[src/rtl/vga_vram_arbiter.sv]
// ============================================================================
// Module   : vga_vram_arbiter
// Purpose  : Shares one single-port video RAM among the VGA pixel-fetch path
//            (absolute priority) and two game-logic ports (round-robin).
//            Every VRAM access is registered. Read data returns to its owner
//            3 cycles after the arbitration slot.
// Ports    : clk, rst_n            - clock, async active-low reset
//            disp_*                - display read request / data return
//            g0_*, g1_*            - game ports: req/we/addr/wdata in,
//                                    gnt pulse, rdata/rvalid out
//            mem_*                 - VRAM primitive (1-cycle read latency)
//            stat_g0/g1_wait_o     - per-port wait counters
// Options  : `ARB_STATS_EN builds the saturating wait counters; otherwise
//            the stat outputs are tied to zero.
// Revision : 1.0 - initial release
// ============================================================================
`default_nettype none

module vga_vram_arbiter #(
  parameter int ADDR_W = 17,
  parameter int DATA_W = 12,
  parameter int STAT_W = 16
) (
  input  logic              clk,
  input  logic              rst_n,
  input  logic              disp_req_i,
  input  logic [ADDR_W-1:0] disp_addr_i,
  output logic [DATA_W-1:0] disp_data_o,
  output logic              disp_valid_o,
  input  logic              g0_req_i,
  input  logic              g0_we_i,
  input  logic [ADDR_W-1:0] g0_addr_i,
  input  logic [DATA_W-1:0] g0_wdata_i,
  output logic              g0_gnt_o,
  output logic [DATA_W-1:0] g0_rdata_o,
  output logic              g0_rvalid_o,
  input  logic              g1_req_i,
  input  logic              g1_we_i,
  input  logic [ADDR_W-1:0] g1_addr_i,
  input  logic [DATA_W-1:0] g1_wdata_i,
  output logic              g1_gnt_o,
  output logic [DATA_W-1:0] g1_rdata_o,
  output logic              g1_rvalid_o,
  output logic              mem_en_o,
  output logic              mem_we_o,
  output logic [ADDR_W-1:0] mem_addr_o,
  output logic [DATA_W-1:0] mem_wdata_o,
  input  logic [DATA_W-1:0] mem_rdata_i,
  output logic [STAT_W-1:0] stat_g0_wait_o,
  output logic [STAT_W-1:0] stat_g1_wait_o
);

  typedef enum logic [1:0] {
    TAG_NONE = 2'd0,
    TAG_DISP = 2'd1,
    TAG_G0   = 2'd2,
    TAG_G1   = 2'd3
  } tag_t;

  tag_t              win;
  logic              elig0, elig1;
  logic              rr_q, rr_d;          // 1: g1 is favoured on a tie
  logic              mem_en_q, mem_en_d;
  logic              mem_we_q, mem_we_d;
  logic [ADDR_W-1:0] mem_addr_q, mem_addr_d;
  logic [DATA_W-1:0] mem_wdata_q, mem_wdata_d;
  logic              g0_gnt_q, g0_gnt_d;
  logic              g1_gnt_q, g1_gnt_d;
  tag_t              tag1_q, tag1_d;      // owner of the access now at the VRAM
  tag_t              tag2_q;              // owner of the data now on mem_rdata_i
  logic              disp_valid_q, disp_valid_d;
  logic [DATA_W-1:0] disp_data_q, disp_data_d;
  logic              g0_rvalid_q, g0_rvalid_d;
  logic [DATA_W-1:0] g0_rdata_q, g0_rdata_d;
  logic              g1_rvalid_q, g1_rvalid_d;
  logic [DATA_W-1:0] g1_rdata_q, g1_rdata_d;

  // Slot winner. A port whose grant is visible this cycle is masked so a
  // request still held in its grant cycle is not served twice.
  always_comb begin
    elig0 = g0_req_i & ~g0_gnt_q;
    elig1 = g1_req_i & ~g1_gnt_q;
    win   = TAG_NONE;
    rr_d  = rr_q;
    if (disp_req_i)           win = TAG_DISP;
    else if (elig0 && elig1)  win = rr_q ? TAG_G1 : TAG_G0;
    else if (elig0)           win = TAG_G0;
    else if (elig1)           win = TAG_G1;
    if (win == TAG_G0)      rr_d = 1'b1;
    else if (win == TAG_G1) rr_d = 1'b0;
  end

  // VRAM command, grant pulses and read-return routing.
  always_comb begin
    mem_en_d    = (win != TAG_NONE);
    mem_we_d    = 1'b0;
    mem_addr_d  = '0;
    mem_wdata_d = '0;
    g0_gnt_d    = 1'b0;
    g1_gnt_d    = 1'b0;
    tag1_d      = TAG_NONE;
    case (win)
      TAG_DISP: begin
        mem_addr_d = disp_addr_i;
        tag1_d     = TAG_DISP;
      end
      TAG_G0: begin
        mem_we_d    = g0_we_i;
        mem_addr_d  = g0_addr_i;
        mem_wdata_d = g0_wdata_i;
        g0_gnt_d    = 1'b1;
        tag1_d      = g0_we_i ? TAG_NONE : TAG_G0;  // writes return nothing
      end
      TAG_G1: begin
        mem_we_d    = g1_we_i;
        mem_addr_d  = g1_addr_i;
        mem_wdata_d = g1_wdata_i;
        g1_gnt_d    = 1'b1;
        tag1_d      = g1_we_i ? TAG_NONE : TAG_G1;
      end
      default: ;
    endcase

    disp_valid_d = (tag2_q == TAG_DISP);
    g0_rvalid_d  = (tag2_q == TAG_G0);
    g1_rvalid_d  = (tag2_q == TAG_G1);
    disp_data_d  = disp_valid_d ? mem_rdata_i : disp_data_q;
    g0_rdata_d   = g0_rvalid_d  ? mem_rdata_i : g0_rdata_q;
    g1_rdata_d   = g1_rvalid_d  ? mem_rdata_i : g1_rdata_q;
  end

  always_ff @(posedge clk or negedge rst_n) begin
    if (!rst_n) begin
      rr_q         <= 1'b0;
      mem_en_q     <= 1'b0;
      mem_we_q     <= 1'b0;
      mem_addr_q   <= '0;
      mem_wdata_q  <= '0;
      g0_gnt_q     <= 1'b0;
      g1_gnt_q     <= 1'b0;
      tag1_q       <= TAG_NONE;
      tag2_q       <= TAG_NONE;
      disp_valid_q <= 1'b0;
      disp_data_q  <= '0;
      g0_rvalid_q  <= 1'b0;
      g0_rdata_q   <= '0;
      g1_rvalid_q  <= 1'b0;
      g1_rdata_q   <= '0;
    end else begin
      rr_q         <= rr_d;
      mem_en_q     <= mem_en_d;
      mem_we_q     <= mem_we_d;
      mem_addr_q   <= mem_addr_d;
      mem_wdata_q  <= mem_wdata_d;
      g0_gnt_q     <= g0_gnt_d;
      g1_gnt_q     <= g1_gnt_d;
      tag1_q       <= tag1_d;
      tag2_q       <= tag1_q;
      disp_valid_q <= disp_valid_d;
      disp_data_q  <= disp_data_d;
      g0_rvalid_q  <= g0_rvalid_d;
      g0_rdata_q   <= g0_rdata_d;
      g1_rvalid_q  <= g1_rvalid_d;
      g1_rdata_q   <= g1_rdata_d;
    end
  end

  assign mem_en_o     = mem_en_q;
  assign mem_we_o     = mem_we_q;
  assign mem_addr_o   = mem_addr_q;
  assign mem_wdata_o  = mem_wdata_q;
  assign g0_gnt_o     = g0_gnt_q;
  assign g1_gnt_o     = g1_gnt_q;
  assign disp_valid_o = disp_valid_q;
  assign disp_data_o  = disp_data_q;
  assign g0_rvalid_o  = g0_rvalid_q;
  assign g0_rdata_o   = g0_rdata_q;
  assign g1_rvalid_o  = g1_rvalid_q;
  assign g1_rdata_o   = g1_rdata_q;

`ifdef ARB_STATS_EN
  logic [STAT_W-1:0] stat0_q, stat0_d;
  logic [STAT_W-1:0] stat1_q, stat1_d;

  // Count every requesting cycle that the port does not win; hold at max.
  always_comb begin
    stat0_d = stat0_q;
    stat1_d = stat1_q;
    if (g0_req_i && (win != TAG_G0) && (stat0_q != '1)) stat0_d = stat0_q + STAT_W'(1);
    if (g1_req_i && (win != TAG_G1) && (stat1_q != '1)) stat1_d = stat1_q + STAT_W'(1);
  end

  always_ff @(posedge clk or negedge rst_n) begin
    if (!rst_n) begin
      stat0_q <= '0;
      stat1_q <= '0;
    end else begin
      stat0_q <= stat0_d;
      stat1_q <= stat1_d;
    end
  end

  assign stat_g0_wait_o = stat0_q;
  assign stat_g1_wait_o = stat1_q;
`else
  assign stat_g0_wait_o = '0;
  assign stat_g1_wait_o = '0;
`endif

endmodule

`default_nettype wire
[config.mk]
export PLATFORM = sky130hd
export DESIGN_NAME = vga_vram_arbiter
export DESIGN_NICKNAME = d
export VERILOG_FILES = /design/src/rtl/vga_vram_arbiter.sv
export SDC_FILE = /design/constraint.sdc
export NUM_CORES = 1
export LEC_CHECK = 0
export BUFFER_PORTS_ARGS = -buffer_cell sky130_fd_sc_hd__buf_4
export CORE_ASPECT_RATIO = 0.5
export CORE_MARGIN = 1
export CORE_UTILIZATION = 40
export DETAILED_ROUTE_END_ITERATION = 8
export PLACE_DENSITY = 0.79
export SYNTH_ARGS = -nofsm -noshare
export SYNTH_HDL_FRONTEND = slang
export SYNTH_SLANG_ARGS = --single-unit
[constraint.sdc]
create_clock -name clk -period 2.1 [get_ports clk]
set_clock_uncertainty 0.1 [all_clocks]
set_input_delay 0.315 -clock clk [delete_from_list [all_inputs] [get_ports clk]]
set_output_delay 0.315 -clock clk [all_outputs]
set_load 0.05 [all_outputs]
==> results by group <==
Floorplanning
  – Die height: around 65 um
  – FP Rows: 22
  – Die width: approximately 130 um
  – Die area: approximately 8300 um2
  – Starting Density: 42.41%
  – Core ar.: 7515 um2
  – IO Pins: 198

STA
  – Relative slew slack: between 50% and 60%
  – Final Hold Fails: 0
  – RSZ-0062 raised after global routing: no
  – Period Utilization, post-route: 82.87%
  – Worst-Margin Slew: 0.6783 ns
  – Fmax: roughly 570 MHz
  – Max Slew Vio Count: 0
  – Hold_ws: 0.1054 ns
  – Final setup violation count: 0
  – Tmin final: 1.740 ns
  – Setup_tns: 0 ns
  – Setup ws final: 0.3597 ns

Logic synthesis
  – Synth warn: 0
  – Synth top area share: slightly above 60%
  – Post-synth top flop: dfrtp_1
  – EDFF count, synth: 0
  – Cell Area, Synth: 3187 um2
  – Sequential fraction of the synthesis area: 60.46%
  – Synth unique cells: 22
  – Syn Area/Cell: 14.23 um2
  – Area leader, netlist: dfrtp_1
  – Ys async rst share: 100.0%
  – Ranking of synthesized cells by area: dfrtp_1 60%, mux2_2 13%, buf_4 7.5%
  – Seq cells post-synth: 77
  – Cells after synthesis: 224

Drt
  – Final ANT Viol Nets: 0
  – Total iterations of the first detailed-routing run: 4
  – DR vias: 2,350
  – Mean routed wirelength per cell: about 15 um
  – Detailed Route WL: 7806 um
  – Remaining DRCs: 0
  – Vias per cell: 4.626
  – Initial DRC count: 73

Cells and area
  – Layout cells sized above 1: 59.75%
  – Final Net Count: 490
  – Fillcell total: 618
  – Synthesis-to-finish area growth: 48.14%
  – Commonest non-fill, non-tap cell in the layout: buf_4
  – # diodes: 0
  – Fin cells: a little over 500
  – Fin area: 4721 um2
  – Layout Utilization: 62.82%
  – Most frequent cells in the layout: 170 x buf_4, 77 x dfrtp_1, 36 x mux2_2

Critical path
  – CP Capture Type: flip-flop
  – Worst reg-to-reg path cell count: 3
  – R2r setup slk: 0.36 ns
  – Peak fanout along the critical path: 16
  – CP arrival: 1.91 ns
  – Worst R2R Start: g1_gnt_o
  – Setup Crit Path Kind: flip-flop to flip-flop
  – Worst Path Required: 2.27 ns
  – Startpoint types: flip-flop
  – Reg-to-reg endpoint: mem_addr_o[3]

GRT
  – Vias in the first global route: 2,398
  – Gr usage total: 18.74%
  – Initial antenna violation count: 0
  – Gr ovfl total: 0
  – First-pass GRT wire length: 11,670 um
  – Largest net degree at the start of global routing: 78

Status
  – Outcome: finished clean

Min path
  – Min-Delay Endpoint: mem_wdata_o[11]
  – Hold/Removal Path Class: input pin to flip-flop
  – Hold path depth: 2
  – Hold Startpoint: g0_wdata_i[11]

Power
  – Cell Pwr Density: 1130 nW/um2
  – Maximum vdd ir drop: 470.9 uV
  – Leakage: 2.393 nW
  – Total chip power: 5.332 mW

Placement
  – Cell count after placement: 491
  – Post-Place Setup Slack: 0.07277 ns
  – Hpwl dp: 5570 um
  – I/O Buffers: 165
  – Final estimated routing congestion in global placement: 0.7131
  – Post-DP Area: 4429 um2

Clock tree
  – Post-CTS Setup Bufs: 0
  – TritonCTS Buffers: 9
  – Clock Pin Slew Worst Setup and Hold Paths: 0.06 ns
  – H-tree Lvls: 3
  – Sink Count: 77
  – Root Buffer: clkbuf_16
  – CTS tree: built
  – Later-pin clock latency in the skew report: between 0.3 and 0.4 ns
  – CTS Buffer Depth: 2

Run
  – Max Cap Violations: 0
[final cells by class]
cell class | count | area (um2) | area share [%]
clock buffers | 13 | 250.2 | 5.301
multi-input cells | 130 | 1070 | 22.66
inverters | 6 | 22.52 | 0.4771
clock inverters | 2 | 10.01 | 0.2120
flip-flops and latches | 77 | 1927 | 40.82
well taps | 108 | 135.1 | 2.862
repair buffers | 172 | 1306 | 27.67
[routing by layer]
metal  vias to the layer above  track usage (%)  part of all wire, %
met3                        12            5.537                  5.5
li1                       1073                -                    -
met1                      1173            19.42                   37
met5                         -                0                    0
met2                        92            36.22                   55
met4                         0            6.912                  1.7
[registers in the layout (all words and copies together), names as in the netlist, 2 cells and up]
name / flops
g1_rdata_o: 12
mem_addr_o: 17
disp_data_o: 12
mem_wdata_o: 12
tag1_q: 2
g0_rdata_o: 12
tag2_q: 2
[cells by family (layout without fill, tap and decap cells)]
family | count (synthesis) | after routing | synth area share, %
AND/OR/NAND/NOR | 25 | 26 | 5.065
multiplexers | 36 | 36 | 12.72
other | 1 | 32 | 0.1177
AO/OA/AOI/OAI | 36 | 36 | 11.15
flip-flops | 77 | 77 | 60.46
buffers and inverters | 49 | 193 | 10.48
[worst max-delay path, cell delays in order (launching register included)]
cell      delay, ns
dfrtp_1        0.40
nand2b_1       0.29
nor3_4         0.63
a221o_2        0.26
[cell usage after synthesis (3+ instances only)]
master,number
a221o_2,15
a22o_1,14
and2_1,17
buf_2,6
buf_4,32
buf_6,3
dfrtp_1,77
inv_1,6
mux2_2,36
[what timing repair did]
| action | CTS | global route |
|---|---|---|
| endpoints found under the hold margin | 77 | 0 |
| gates resized for setup | 0 | 2 |
| hold buffers | 1 | 0 |
| setup endpoints to repair | 0 | 31 |
[report_power, final]
part,switching [mW],total [mW],internal [mW]
Clock,0.554,1.38,0.822
Combinational,1.38,2.06,0.678
Sequential,0.142,1.90,1.76
[how the worst max path moves through the flow]
stage	from	end	slack (ns)	cells past startpoint
global route	g1_gnt_o	mem_addr_o[3]	0.21	3
detailed placement	g1_gnt_o	mem_addr_o[1]	0.07	3
finish	g1_gnt_o	mem_addr_o[3]	0.36	3
floorplan	g0_gnt_o	mem_addr_o[10]	0.39	4
CTS	g1_gnt_o	mem_addr_o[1]	0.05	3
global placement	g1_gnt_o	mem_addr_o[10]	0.14	3
(Power assumes the default switching activity.)
